File: src/rtl/frame_mem_pkg.sv
// Shared definitions for the frame-memory arbiter: FSM state encoding and default sizing.
package frame_mem_pkg;

   localparam int DEF_ADDRESS_WIDTH = 25;
   localparam int DEF_DATA_WIDTH    = 16;
   localparam int DEF_WR_DEPTH      = 4;
   localparam int DEF_STARVE_LIMIT  = 8;
   localparam int DEF_MAX_RD_OUT    = 4;

   // ISSUE_WR owns bit 1 alone so mem_wr reduces to a single flop bit.
   typedef enum logic [1:0] {
      IDLE     = 2'b00,
      ISSUE_RD = 2'b01,
      ISSUE_WR = 2'b10
   } arb_state_t;

endpackage

File: src/rtl/wr_cmd_fifo.sv
// Circular write-command buffer with first-word fall-through output and occupancy count.
module wr_cmd_fifo #(
   parameter int WIDTH = 41,
   parameter int DEPTH = 4
) (
   input  logic                       clk_sys,
   input  logic                       reset_n,
   input  logic                       push,
   input  logic [WIDTH-1:0]           push_data,
   input  logic                       pop,
   output logic [WIDTH-1:0]           pop_data,
   output logic                       full,
   output logic                       empty,
   output logic [$clog2(DEPTH+1)-1:0] count
);

   localparam int PTR_W = (DEPTH > 1) ? $clog2(DEPTH) : 1;
   localparam int CNT_W = $clog2(DEPTH + 1);

   logic [WIDTH-1:0] storage [DEPTH];
   logic [PTR_W-1:0] wr_ptr;
   logic [PTR_W-1:0] rd_ptr;
   logic             push_ok;
   logic             pop_ok;

   assign full     = (count == CNT_W'(DEPTH));
   assign empty    = (count == '0);
   assign push_ok  = push & ~full;
   assign pop_ok   = pop & ~empty;
   assign pop_data = storage[rd_ptr];

   function automatic logic [PTR_W-1:0] next_ptr(input logic [PTR_W-1:0] ptr);
      return (ptr == PTR_W'(DEPTH - 1)) ? '0 : ptr + 1'b1;
   endfunction

   // NOTE: storage has no reset; an entry is only ever read after a push wrote it, so
   // clearing the array would add reset fan-out without changing behaviour.
   always_ff @(posedge clk_sys) begin
      if (push_ok) storage[wr_ptr] <= push_data;
   end

   // NOTE: all state updates use non-blocking assignments so every register samples
   // pre-edge values, independent of statement order.
   always_ff @(posedge clk_sys or negedge reset_n) begin
      if (!reset_n) begin
         wr_ptr <= '0;
         rd_ptr <= '0;
         count  <= '0;
      end else begin
         if (push_ok) wr_ptr <= next_ptr(wr_ptr);
         if (pop_ok)  rd_ptr <= next_ptr(rd_ptr);
         case ({push_ok, pop_ok})
            2'b10:   count <= count + 1'b1;
            2'b01:   count <= count - 1'b1;
            default: count <= count;
         endcase
      end
   end

endmodule

File: src/rtl/frame_mem_arbiter.sv
// Arbitrates host writes (buffered) and scanout reads onto one memory command port,
// read-first with a starvation guard for writes and a cap on outstanding reads.
module frame_mem_arbiter
   import frame_mem_pkg::*;
#(
   parameter int ADDRESS_WIDTH = DEF_ADDRESS_WIDTH,
   parameter int DATA_WIDTH    = DEF_DATA_WIDTH,
   parameter int WR_DEPTH      = DEF_WR_DEPTH,
   parameter int STARVE_LIMIT  = DEF_STARVE_LIMIT,
   parameter int MAX_RD_OUT    = DEF_MAX_RD_OUT
) (
   input  logic                     clk_sys,
   input  logic                     reset_n,
   input  logic                     wr_valid,
   input  logic [ADDRESS_WIDTH-1:0] wr_address,
   input  logic [DATA_WIDTH-1:0]    wr_data,
   output logic                     wr_ready,
   input  logic                     rd_req,
   input  logic [ADDRESS_WIDTH-1:0] rd_address,
   output logic                     rd_grant,
   output logic [DATA_WIDTH-1:0]    rd_data,
   output logic                     rd_data_valid,
   output logic                     mem_cmd_valid,
   output logic                     mem_wr,
   output logic [ADDRESS_WIDTH-1:0] mem_address,
   output logic [DATA_WIDTH-1:0]    mem_wdata,
   input  logic                     mem_busy,
   input  logic [DATA_WIDTH-1:0]    mem_rdata,
   input  logic                     mem_rdata_valid,
   output logic                     wr_pending
);

   localparam int ENTRY_W  = ADDRESS_WIDTH + DATA_WIDTH;
   localparam int CNT_W    = $clog2(WR_DEPTH + 1);
   localparam int OUT_W    = $clog2(MAX_RD_OUT + 1);
   localparam int STARVE_W = $clog2(STARVE_LIMIT + 1);

   arb_state_t          state;
   logic [ENTRY_W-1:0]  fifo_head;
   logic                fifo_full;
   logic                fifo_empty;
   logic [CNT_W-1:0]    fifo_count;
   logic [OUT_W-1:0]    outstanding;
   logic [STARVE_W-1:0] starve_cnt;
   logic                rd_eligible;
   logic                rd_return;
   logic                issue_rd;
   logic                issue_wr;

   wr_cmd_fifo #(
      .WIDTH (ENTRY_W),
      .DEPTH (WR_DEPTH)
   ) u_wr_cmd_fifo (
      .clk_sys   (clk_sys),
      .reset_n   (reset_n),
      .push      (wr_valid & wr_ready),
      .push_data ({wr_address, wr_data}),
      .pop       (issue_wr),
      .pop_data  (fifo_head),
      .full      (fifo_full),
      .empty     (fifo_empty),
      .count     (fifo_count)
   );

   assign wr_ready    = ~fifo_full;
   assign wr_pending  = (fifo_count != '0);
   assign rd_eligible = rd_req && (outstanding < OUT_W'(MAX_RD_OUT));
   // Returns with nothing outstanding are stale (e.g. issued before a reset) and dropped.
   assign rd_return   = mem_rdata_valid && (outstanding != '0);
   assign rd_grant    = issue_rd;
   assign mem_wr      = (state == ISSUE_WR);

   // NOTE: both decision outputs get a default before any branch, so no path leaves
   // them unassigned and no latch is inferred.
   always_comb begin
      issue_rd = 1'b0;
      issue_wr = 1'b0;
      if (!mem_busy) begin
         if (!fifo_empty && (starve_cnt == STARVE_W'(STARVE_LIMIT) || !rd_eligible)) begin
            issue_wr = 1'b1;
         end else if (rd_eligible) begin
            issue_rd = 1'b1;
         end
      end
   end

   always_ff @(posedge clk_sys or negedge reset_n) begin
      if (!reset_n) begin
         state         <= IDLE;
         mem_cmd_valid <= 1'b0;
         mem_address   <= '0;
         mem_wdata     <= '0;
      end else begin
         mem_cmd_valid <= issue_rd | issue_wr;
         if (!mem_busy) begin
            if (issue_wr) begin
               state       <= ISSUE_WR;
               mem_address <= fifo_head[ENTRY_W-1:DATA_WIDTH];
               mem_wdata   <= fifo_head[DATA_WIDTH-1:0];
            end else if (issue_rd) begin
               state       <= ISSUE_RD;
               mem_address <= rd_address;
            end else begin
               state       <= IDLE;
            end
         end
      end
   end

   always_ff @(posedge clk_sys or negedge reset_n) begin
      if (!reset_n) begin
         outstanding <= '0;
         starve_cnt  <= '0;
      end else begin
         case ({issue_rd, rd_return})
            2'b10:   outstanding <= outstanding + 1'b1;
            2'b01:   outstanding <= outstanding - 1'b1;
            default: outstanding <= outstanding;
         endcase
         if (issue_wr) begin
            starve_cnt <= '0;
         end else if (issue_rd && !fifo_empty && starve_cnt != STARVE_W'(STARVE_LIMIT)) begin
            starve_cnt <= starve_cnt + 1'b1;
         end
      end
   end

   always_ff @(posedge clk_sys or negedge reset_n) begin
      if (!reset_n) begin
         rd_data       <= '0;
         rd_data_valid <= 1'b0;
      end else begin
         rd_data_valid <= rd_return;
         if (rd_return) rd_data <= mem_rdata;
      end
   end

endmodule
File: config.mk
export PLATFORM = sky130hd
export DESIGN_NAME = frame_mem_arbiter
export DESIGN_NICKNAME = d
export VERILOG_FILES = /design/src/rtl/frame_mem_pkg.sv /design/src/rtl/wr_cmd_fifo.sv /design/src/rtl/frame_mem_arbiter.sv
export SDC_FILE = /design/constraint.sdc
export NUM_CORES = 1
export LEC_CHECK = 0
export CAP_MARGIN = 10
export CORE_MARGIN = 8
export CORE_UTILIZATION = 56
export DETAILED_ROUTE_END_ITERATION = 8
export PLACE_DENSITY = 0.94
export SLEW_MARGIN = 20
export SYNTH_ARGS = -nofsm -noshare
export SYNTH_HDL_FRONTEND = slang
export SYNTH_SLANG_ARGS = --single-unit
File: constraint.sdc
create_clock -name clk_sys -period 4.1 [get_ports clk_sys]
set_input_delay 0.41 -clock clk_sys [delete_from_list [all_inputs] [get_ports clk_sys]]
set_output_delay 0.41 -clock clk_sys [all_outputs]
set_load 0.03 [all_outputs]
Word-level counts from Yosys, hierarchy flattened. Memories as Yosys holds them, arrays and structs flattened. Index checks and enable logic that the tools add are counted.

Bits in registers: 75. Bits in writable memories: 164. Input bits: 88. Output and inout bits: 63. Logic and storage cells: 71. Memories: 1.

Memory list: u_wr_cmd_fifo.storage (words 4, bits a word 41, rd ports 1, clocked after Yosys merged registers in 0, wr ports 1, RTL line wr_cmd_fifo.sv:20) `logic [WIDTH-1:0] storage [DEPTH];`.

Add/sub/neg operators: 7. Order comparisons: 1. Eq/ne operators: 10. Muxes and demuxes: 17. Bitwise gates (word level): 7. Reductions and logical operators: 17.

Operators by type and width (number): two-way mux 25 bit (2); case mux 3 bit (2 select lines) (2); == test 2 bit (second input constant) (5); two-way mux 1 bit (8); two-way mux 4 bit (2); nonzero test 2 bit (4); adder 3 x 1 -> 3 bit (second input constant) (2); two-way mux 2 bit (3); nonzero test 3 bit (2); subtractor 3 x 1 -> 3 bit (second input constant) (2); logical AND 1 bit (5); adder 2 x 1 -> 2 bit (second input constant) (2); adder 4 x 1 -> 4 bit (second input constant) (1); == test 2 x 1 -> 1 bit (second input constant) (2); == test 4 bit (second input constant) (1); inequality test 4 bit (second input constant) (1); AND reduction 2 bit (2); AND 1 bit (3); == test 3 bit (second input constant) (1); logical NOT 3 bit (1); < comparator 3 bit (second input constant) (1); NOT 1 bit (3); logical NOT 1 bit (2); logical OR 1 bit (1); bitwise OR 1 bit (1).

Longest topological paths before layout. Gate-level depths: netlist of the first run.

Depth in word-level cells: 11. Depth in mapped cells: 13. Mapped depth without buffers: 11.

Hierarchy. Synthesis of the first run repeated with hierarchy kept, for this count alone.

Cells, all modules: 522. Area total of the unflattened synthesis: 9582.9 um2.

Modules (own cells, without submodules): wr_cmd_fifo (instances 1, cells each 257, area each 6364.9 um2, sequential area each 5099.9 um2); frame_mem_arbiter (instances 1, cells each 265, area each 3218.1 um2, sequential area each 1701.6 um2).

Worst setup path after synthesis of the first run. OpenSTA, ideal clock, no wires.

Path kind: reg-to-reg. From: register starve_cnt[0]. To: register outstanding[1]. Library setup time: 0.083 ns. Arrival: 2.392 ns. Required time: 4.017 ns. Slack: 1.626 ns. Stages on the path, launching flop included: 12. Path buffers: 2. Period minus slack after synthesis: 2.474 ns. Cells stage by stage: dfrtp_1 -> inv_1 -> ha_1 -> and3b_1 -> buf_6 -> a211oi_4 -> buf_6 -> inv_1 -> ha_1 -> inv_1 -> fa_1 -> o21ai_0.

Word-level cells in the longest chain between the ends: 7. Elaborated cells between the ends (all ways): 9. Classes of those cells: 3 x eq/ne; 3 x mux; 3 x reduce/logical.

Ends and longest elaborated chain: start, declared (RTL line frame_mem_arbiter.sv:44) `logic [STARVE_W-1:0] starve_cnt;`; start signal, assigned (RTL line frame_mem_arbiter.sv:123) `starve_cnt <= starve_cnt + 1'b1;`; == test 4 bit * (RTL line frame_mem_arbiter.sv:79) `if (!fifo_empty && (starve_cnt == STARVE_W'(STARVE_LIMIT) || !rd_eligible)) begin`; logical OR 1 bit * (RTL line frame_mem_arbiter.sv:79); logical AND 1 bit * (RTL line frame_mem_arbiter.sv:79); two-way mux 1 bit * (RTL line frame_mem_arbiter.sv:79); two-way mux 1 bit * (RTL line frame_mem_arbiter.sv:78) `if (!mem_busy) begin`; net rd_grant (RTL line frame_mem_arbiter.sv:20) `output logic rd_grant,`; == test 2 x 1 -> 1 bit or == test 2 bit (tied branches) (RTL line frame_mem_arbiter.sv:115) `case ({issue_rd, rd_return})`; case mux 3 bit (2 select lines) or nonzero test 2 bit (tied branches); end signal, assigned (RTL line frame_mem_arbiter.sv:116) `2'b10: outstanding <= outstanding + 1'b1;`; end signal, assigned (RTL line frame_mem_arbiter.sv:117) `2'b01: outstanding <= outstanding - 1'b1;`; end signal, assigned (RTL line frame_mem_arbiter.sv:118) `default: outstanding <= outstanding;`; end, declared (RTL line frame_mem_arbiter.sv:43) `logic [OUT_W-1:0] outstanding;`.

The timed path passes the listed nets; every way through them passes the cells marked *. A chain may end at the register's enable or synchronous reset.

Worst setup path in the final report of the first run.
From: register u_wr_cmd_fifo.count[0]. To: output port rd_grant.

Word-level cells in the longest chain between the ends: 5.

Ends and longest elaborated chain: start, declared (RTL line wr_cmd_fifo.sv:14) `output logic [$clog2(DEPTH+1)-1:0] count`; start signal, assigned (RTL line wr_cmd_fifo.sv:53) `2'b10: count <= count + 1'b1;`; start signal, assigned (RTL line wr_cmd_fifo.sv:54) `2'b01: count <= count - 1'b1;`; start signal, assigned (RTL line wr_cmd_fifo.sv:55) `default: count <= count;`; logical NOT 3 bit (RTL line wr_cmd_fifo.sv:27) `assign empty = (count == '0);`; logical NOT 1 bit (RTL line frame_mem_arbiter.sv:79); logical AND 1 bit (RTL line frame_mem_arbiter.sv:79); two-way mux 1 bit (RTL line frame_mem_arbiter.sv:79); two-way mux 1 bit (RTL line frame_mem_arbiter.sv:78); end, declared (RTL line frame_mem_arbiter.sv:20).

Every way passes these cells.

==> reports/results.md, run 1 <==
| Item | Reported |
|:---|:---|
| Run status | complete, no violations |
| Clock root buffer master | sky130_fd_sc_hd__clkbuf_16 |
| Sum of net half-perimeters after detailed placement | 12.6 mm |
| Routed wire length | 19.7 mm |
| Register bit total from synthesis | 239 |
| Total of endpoints with negative setup slack in the final report | 0 |
| Number of enable-type register cells in the synthesized netlist | 164 |
| Buffers & Inverters on Critical Path | 3 |
| Core outline area | 16500 sq um |
| Starting density of the core | 0.572 |
| Routability congestion estimate | 0.874 |
| Max-capacitance violation count | 0 |
| Top-level I/O count | 151 |
| Most common cell in the netlist | sky130_fd_sc_hd__edfxtp_1 |
| Post-route insts no fill | 857 |
| Routed vias/inst | 5.88 |
| Length of the first detailed-routing pass in iterations | 4 |
| Core Rows | 47 |
| Synth Instances | 467 |
| Start-to-end type of the worst setup path | register to output pin |
| Worst Skew | 0.00830 ns |
| Setup bufs post-CTS | 0 |
| Share of power burned in registers | 0.425 |
| Average wire length per cell after detail routing | 23.0 um |
| Cell area after placement | 11100 sq um |
| CP max stage delay | 0.74 ns |
| Wire length of the first global-routing pass | 30.8 mm |
| Comb power frac | 0.337 |
| Total design power | 8.83 mW |
| Worst setup slack for register-to-register paths | 1.35 ns |
| Pin count of the biggest net entering global routing | 76 |
| Vias in the first global route | 5395 |
| Worst-case clock buffer depth | 3 |
| Skew-Pair Late Insertion Delay | 0.51 ns |
| Top post-synthesis cells by area | sky130_fd_sc_hd__edfxtp_1, sky130_fd_sc_hd__dfrtp_1, sky130_fd_sc_hd__mux4_2 |
| Syn avg cell area | 20.2 sq um |
| Initial DRC count | 297 |
| Via count of the routed design | 5039 |
| Nets | 719 |
| Minimum period implied by the final worst setup slack | 3.37 ns |
| Number of clock sinks | 239 |
| Switching part of the total | 0.321 |
| GR Util All Layers | 0.185 |
| Unrepaired setup endpoints after global routing | false |
| Die width | 146 um |
| Reg-to-Reg End | outstanding[1] |
| Number of nets still failing antenna checks after routing | 0 |
| CP Cell Sequence | nor3_4 -> inv_2 -> a211oi_4 -> buf_4 -> clkdlybuf4s50_1 |
| Clock-pin slew on the worst setup and hold paths | 0.06 ns |
| Number of cells in the design after placement | 813 |
| Type of the worst min-delay path | input pin to asynchronous set/reset pin |
| Maximum clock frequency | 297 MHz |
| Ys async rst share | 0.314 |
| Total number of yosys warnings | 0 |
| Number of resized instances in the post-cts repair step | 0 |
| Total CTS buffers | 25 |
| Arrival time at the worst endpoint | 2.96 ns |
| Number of levels in the clock H-tree | 1 |
| Slew at the pin with the worst max-slew slack | 1.09 ns |
| Floorplan die height | 146 um |
| Sw Pwr | 2.83 mW |
| Clock tree from TritonCTS | built |
| Max FO, Critical Path | 31 |
| Number of antenna cells inserted | 0 |
| Main flop type after synthesis | sky130_fd_sc_hd__edfxtp_1 |
| Part of the Yosys area used for sequential elements | 0.720 |
| Period utilization | 0.821 |
| Power density relative to cell area | 744 nW/um^2 |
| Leakage power summed over all cells | 4.30 nW |
| R2r startpoint | u_wr_cmd_fifo.count[0] |
| Worst IR drop on VDD | 476 uV |
| Post-synthesis cell type with the largest combined area | sky130_fd_sc_hd__edfxtp_1 |
| Count of hold buffers inserted by post-cts repair | 0 |
| Cell with the largest stage delay on the worst path | sky130_fd_sc_hd__clkdlybuf4s50_1 |
| Setup TNS after final layout | 0 ns |
| Synth top cells by count | sky130_fd_sc_hd__edfxtp_1, sky130_fd_sc_hd__dfrtp_1, sky130_fd_sc_hd__mux2_2 |
| Port bufs | 150 |
| Syn nets | 566 |
| Internal power component | 5.99 mW |
| Die footprint | 21300 sq um |
| Synthesized area | 9450 sq um |
| Final hold violation count | 0 |
| Reg2Reg Depth | 9 |
| Type of destination of the critical path | output pin |
| Proportion of netlist area held by the largest area contributor | 0.521 |
| Required time of the worst setup path | 3.69 ns |
| Worst relative slew slack | 0.274 |
| Number of antenna violations at the first check in global routing | 0 |
| Cell family with most CP delay | buffers and inverters |
| Number of remaining DRC errors | 0 |
| Layout fillers | 950 |
| Summed area of non-filler cells in the final layout | 11900 sq um |
| Share of power burned in the clock network | 0.238 |
| Final Hold Slack | 0.0575 ns |
| Number of slew-limit violations in the final report | 0 |
| Worst setup SP type | register |
| Share of layout cells above drive strength 1 | 0.190 |
| Layout overhead on the synthesized area | 25.6% |
| Number of library cell types mapped by synthesis | 43 |
| GRT overflow | 0 |
[cells in the final DEF, fill, tap and decap left out, types with 3 or more instances in the layout]
| cell | instances |
|---|---|
| sky130_fd_sc_hd__edfxtp_1 | 164 |
| sky130_fd_sc_hd__clkdlybuf4s50_1 | 149 |
| sky130_fd_sc_hd__dfrtp_1 | 73 |
| sky130_fd_sc_hd__mux2_2 | 36 |
| sky130_fd_sc_hd__mux4_2 | 31 |
| sky130_fd_sc_hd__o2111a_1 | 25 |
| sky130_fd_sc_hd__a221o_1 | 25 |
| sky130_fd_sc_hd__clkbuf_16 | 25 |
| sky130_fd_sc_hd__inv_1 | 16 |
| sky130_fd_sc_hd__mux4_1 | 10 |
| sky130_fd_sc_hd__ha_1 | 9 |
| sky130_fd_sc_hd__clkbuf_1 | 8 |
| sky130_fd_sc_hd__buf_4 | 7 |
| sky130_fd_sc_hd__nor2_1 | 5 |
| sky130_fd_sc_hd__a21o_1 | 4 |
| sky130_fd_sc_hd__xor2_1 | 4 |
| sky130_fd_sc_hd__clkinv_2 | 4 |
| sky130_fd_sc_hd__clkbuf_8 | 4 |
| sky130_fd_sc_hd__nor2b_1 | 3 |
| sky130_fd_sc_hd__and3_4 | 3 |
[registers in the layout, summed over array words and instances, names as in the netlist]
| name | flops |
|---|---|
| u_wr_cmd_fifo.storage | 164 |
| mem_address | 25 |
| mem_wdata | 16 |
| rd_data | 16 |
| starve_cnt | 4 |
| outstanding | 3 |
| u_wr_cmd_fifo.count | 3 |
| state | 2 |
| u_wr_cmd_fifo.rd_ptr | 2 |
| u_wr_cmd_fifo.wr_ptr | 2 |
| mem_cmd_valid | 1 |
| rd_data_valid | 1 |
[metal layers]
| layer | share of wire | wire [um] | GRT usage | vias to the layer above |
|---|---|---|---|---|
| met2 | 0.49 | 9640 | 0.308 | 229 |
| met3 | 0.077 | 1510 | 0.0507 | 40 |
| met4 | 0.028 | 558 | 0.0557 | 0 |
| met5 | 0 | 0 | 0 | - |
| li1 | - | - | - | 2228 |
| met1 | 0.41 | 8010 | 0.233 | 2542 |
[logic make-up (layout without fill, tap and decap cells)]
family / Yosys count / count (layout) / share of synthesized area
muxes: 78 / 78 / 0.146
xor gates and xnor gates: 6 / 6 / 0.00556
AOI/OAI and AO/OA: 65 / 65 / 0.0699
buffers and inverters: 47 / 217 / 0.0280
and+or+nand+nor: 21 / 21 / 0.0146
DFF: 239 / 239 / 0.720
adders and majority gates: 11 / 11 / 0.0162
[per-stage QoR]
step           worst slack, ns   util
2_1_floorplan             1.63      -
3_3_place_gp              1.28  0.671
3_5_place_dp              1.21  0.671
4_1_cts                  0.719  0.717
5_1_grt                  0.614  0.718
6_report                 0.732  0.718
[power groups by stage]
stage	sequential [mW]	clock, mW	combinational (mW)
3_5_place_dp	3.80	0	2.98
6_report	3.75	2.10	2.98
2_1_floorplan	4.09	0	1.57
4_1_cts	3.77	2.14	3.00
5_1_grt	3.82	2.24	3.16
3_3_place_gp	3.74	0	2.88
[worst max-delay path by stage]
stage	slack, ns	endpoint	start	cells past startpoint
6_report	0.73	rd_grant	u_wr_cmd_fifo.count[0]	5
5_1_grt	0.61	rd_grant	u_wr_cmd_fifo.count[0]	5
4_1_cts	0.72	rd_grant	u_wr_cmd_fifo.count[0]	5
3_5_place_dp	1.21	rd_grant	rd_req	6
3_3_place_gp	1.28	rd_grant	rd_req	6
2_1_floorplan	1.63	outstanding[1]	starve_cnt[0]	11
[area by class of cell]
cell class	instances	area (sq um)	area share
well taps	220	275	0.0232
multi-input cells	181	2410	0.203
clock inverters	7	57.6	0.00485
repair buffers	156	1540	0.130
clock buffers	37	711	0.0599
flip-flops and latches	239	6800	0.574
inverters	17	63.8	0.00538
(Power assumes the default switching activity.)
==> run 2: changes to the inputs <==
--- a/config.mk
+++ b/config.mk
@@ -7,9 +7,9 @@
 export LEC_CHECK = 0
 export CAP_MARGIN = 10
 export CORE_MARGIN = 8
-export CORE_UTILIZATION = 56
+export CORE_UTILIZATION = 53
 export DETAILED_ROUTE_END_ITERATION = 8
-export PLACE_DENSITY = 0.94
+export PLACE_DENSITY = 0.9
 export SLEW_MARGIN = 20
 export SYNTH_ARGS = -nofsm -noshare
 export SYNTH_HDL_FRONTEND = slang
==> constraint.sdc (replaced) <==
create_clock -name clk_sys -period 3.2 [get_ports clk_sys]
set_input_delay 0.32 -clock clk_sys [delete_from_list [all_inputs] [get_ports clk_sys]]
set_output_delay 0.32 -clock clk_sys [all_outputs]
set_load 0.03 [all_outputs]
==> reports/results.md, run 2 (same netlist as run 1, synthesis figures left out) <==
| Item | Reported | vs previous |
|:---|:---|:---|
| Run status | complete, but fails checks |  |
| Violated checks | negative hold slack |  |
| Worst-case clock buffer depth | 3 | unchanged |
| Sw Pwr | 3.66 mW | +29% |
| Unrepaired setup endpoints after global routing | false |  |
| Utilization after layout | 0.675 | -0.0428 |
| Top library cells by usage in the layout, fill and taps aside | sky130_fd_sc_hd__edfxtp_1, sky130_fd_sc_hd__clkdlybuf4s50_1, sky130_fd_sc_hd__dfrtp_1 |  |
| Number of resized instances in the post-cts repair step | 0 | unchanged |
| Commonest non-fill, non-tap cell in the layout | sky130_fd_sc_hd__edfxtp_1 |  |
| Arrival time at the worst endpoint | 2.44 ns | -0.52 ns |
| Number of nets still failing antenna checks after routing | 0 | unchanged |
| Worst setup slack for register-to-register paths | 0.78 ns | -0.57 ns |
| CP Cell Sequence | nor3_4 -> inv_2 -> a211oi_4 -> buf_4 -> buf_4 |  |
| Share of power burned in registers | 0.409 | -0.016 |
| Routed vias/inst | 5.86 | -0.35% |
| Switching part of the total | 0.321 | about the same |
| Start-to-end type of the worst setup path | register to output pin |  |
| Power density relative to cell area | 952 nW/um^2 | +28% |
| Sum of net half-perimeters after detailed placement | 13.7 mm | +8.6% |
| Worst setup SP type | register |  |
| Die width | 149 um | +2.5% |
| Setup TNS after final layout | 0 ns | unchanged |
| Layout fillers | 1111 | +17% |
| Clock root buffer master | sky130_fd_sc_hd__clkbuf_16 |  |
| Average wire length per cell after detail routing | 23.2 um | +0.85% |
| Number of clock sinks | 239 | unchanged |
| Required time of the worst setup path | 2.88 ns | -0.81 ns |
| Largest register by flop count | u_wr_cmd_fifo.storage |  |
| Final hold violation count | 49 | +49 |
| Area of combinational cells with multiple inputs | 2400 sq um | -0.47% |
| Routed wire length | 20.3 mm | +2.9% |
| Clock tree from TritonCTS | built |  |
| Buffers & Inverters on Critical Path | 3 | unchanged |
| Leakage power summed over all cells | 4.35 nW | +1.3% |
| Clock-pin slew on the worst setup and hold paths | 0.06 ns | about the same |
| Floorplan die height | 149 um | +2.5% |
| Number of slew-limit violations in the final report | 0 | unchanged |
| Number of antenna cells inserted | 0 | unchanged |
| Count of hold buffers inserted by post-cts repair | 0 | unchanged |
| Length of the first detailed-routing pass in iterations | 7 | +3 |
| Port bufs | 150 | unchanged |
| Type of destination of the critical path | output pin |  |
| Worst IR drop on VDD | 674 uV | +41% |
| Setup bufs post-CTS | 0 | unchanged |
| Layout overhead on the synthesized area | 26.7% |  |
| Max-capacitance violation count | 0 | unchanged |
| CP max stage delay | 0.44 ns | -0.30 ns |
| Die footprint | 22300 sq um | +5.0% |
| Comb power frac | 0.353 | +0.016 |
| Cell with the largest stage delay on the worst path | sky130_fd_sc_hd__dfrtp_1 |  |
| Core Rows | 49 | +4.3% |
| Pin count of the biggest net entering global routing | 76 | unchanged |
| Share of layout cells above drive strength 1 | 0.208 | +0.0178 |
| Core outline area | 17700 sq um | +7.2% |
| Routability congestion estimate | 0.798 | -8.7% |
| GRT overflow | 0 | unchanged |
| Period utilization | 0.863 |  |
| Vias in the first global route | 5665 | +5.0% |
| Number of antenna violations at the first check in global routing | 1 | +1 |
| Slew at the pin with the worst max-slew slack | 1.07 ns | -0.0144 ns |
| Via count of the routed design | 5121 | +1.6% |
| Worst relative slew slack | 0.284 | +0.00958 |
| Share of power burned in the clock network | 0.238 | about the same |
| Total CTS buffers | 24 | -4.0% |
| Final Hold Slack | -0.0287 ns | -0.0861 ns |
| Cell family with most CP delay | buffers and inverters |  |
| Top-level I/O count | 151 | unchanged |
| Type of the worst min-delay path | input pin to asynchronous set/reset pin |  |
| Initial DRC count | 437 | +47% |
| Wire length of the first global-routing pass | 31.5 mm | +2.3% |
| Number of levels in the clock H-tree | 1 | unchanged |
| Minimum period implied by the final worst setup slack | 2.76 ns |  |
| Registers with the highest flip-flop counts | u_wr_cmd_fifo.storage: 164 flops, mem_address: 25 flops |  |
| Largest register FFs | 164 | unchanged |
| Cell type with the highest occurrence count on the critical path | sky130_fd_sc_hd__buf_4 |  |
| Maximum clock frequency | 362 MHz |  |
| Worst Skew | 0.00967 ns | +0.00137 ns |
| Skew-Pair Late Insertion Delay | 0.51 ns | about the same |
| Internal power component | 7.74 mW | +29% |
| Number of remaining DRC errors | 0 | unchanged |
| Starting density of the core | 0.533 | -0.0385 |
| Max FO, Critical Path | 31 | unchanged |
| Total of endpoints with negative setup slack in the final report | 0 | unchanged |
| GR Util All Layers | 0.182 | -0.00315 |
| Sequential Area | 6800 sq um | unchanged |
| Nets | 726 | +0.97% |
[run 2: changes by cell type in the layout (fill, tap and decap cells not counted), moves of 2 or more]
cell,change
sky130_fd_sc_hd__and3_2,+3
sky130_fd_sc_hd__and3_4,-3
sky130_fd_sc_hd__buf_12,+2
sky130_fd_sc_hd__buf_4,+7
sky130_fd_sc_hd__clkbuf_1,-3
sky130_fd_sc_hd__clkinvlp_2,+2
[run 2: final cells by class]
type | instances | area share
Tap cell | 229 | 0.0240
Clock buffer | 35 | 0.0596
Timing Repair Buffer | 164 | 0.136
Multi-Input combinational cell | 181 | 0.200
Clock inverter | 9 | 0.00596
Inverter | 17 | 0.00533
Sequential cell | 239 | 0.569
[run 2: stage by stage]
stage          setup WS [ns]  std cells  area (sq um)  total power [mW]
2_1_floorplan          0.726        467          9450              7.25
3_3_place_gp           0.853        830         11200              8.54
3_5_place_dp           0.779        830         11200              8.78
4_1_cts                0.429        874         12000              11.5
5_1_grt                0.281        874         12000              11.9
6_report               0.439        874         12000              11.4
[run 2: power groups by stage]
| stage | Combinational, mW | Clock, mW | Sequential [mW] |
|---|---|---|---|
| global placement | 3.91 | 0 | 4.63 |
| global route | 4.29 | 2.89 | 4.75 |
| floorplan | 2.02 | 0 | 5.24 |
| CTS | 4.09 | 2.77 | 4.67 |
| finish | 4.02 | 2.71 | 4.66 |
| detailed placement | 4.06 | 0 | 4.72 |
[run 2: worst paths after layout]
kind | depth (start not counted) | start | endpoint
worst max-delay path | 5 | u_wr_cmd_fifo.count[0] | rd_grant
worst min-delay path | 1 | reset_n | mem_address[7]
worst max register to register | 8 | u_wr_cmd_fifo.count[0] | outstanding[1]
worst min register to register | 1 | state[1] | state[1]
max in group asynchronous | 1 | reset_n | u_wr_cmd_fifo.rd_ptr[0]
min in group clk_sys | 2 | rd_address[9] | mem_address[9]
[run 2: layer usage]
metal / track usage / vias up / part of all wire
met5: 0 / - / 0.00064
met4: 0.0586 / 2 / 0.021
met3: 0.0508 / 35 / 0.093
met2: 0.319 / 227 / 0.52
met1: 0.212 / 2616 / 0.37
li1: - / 2241 / -
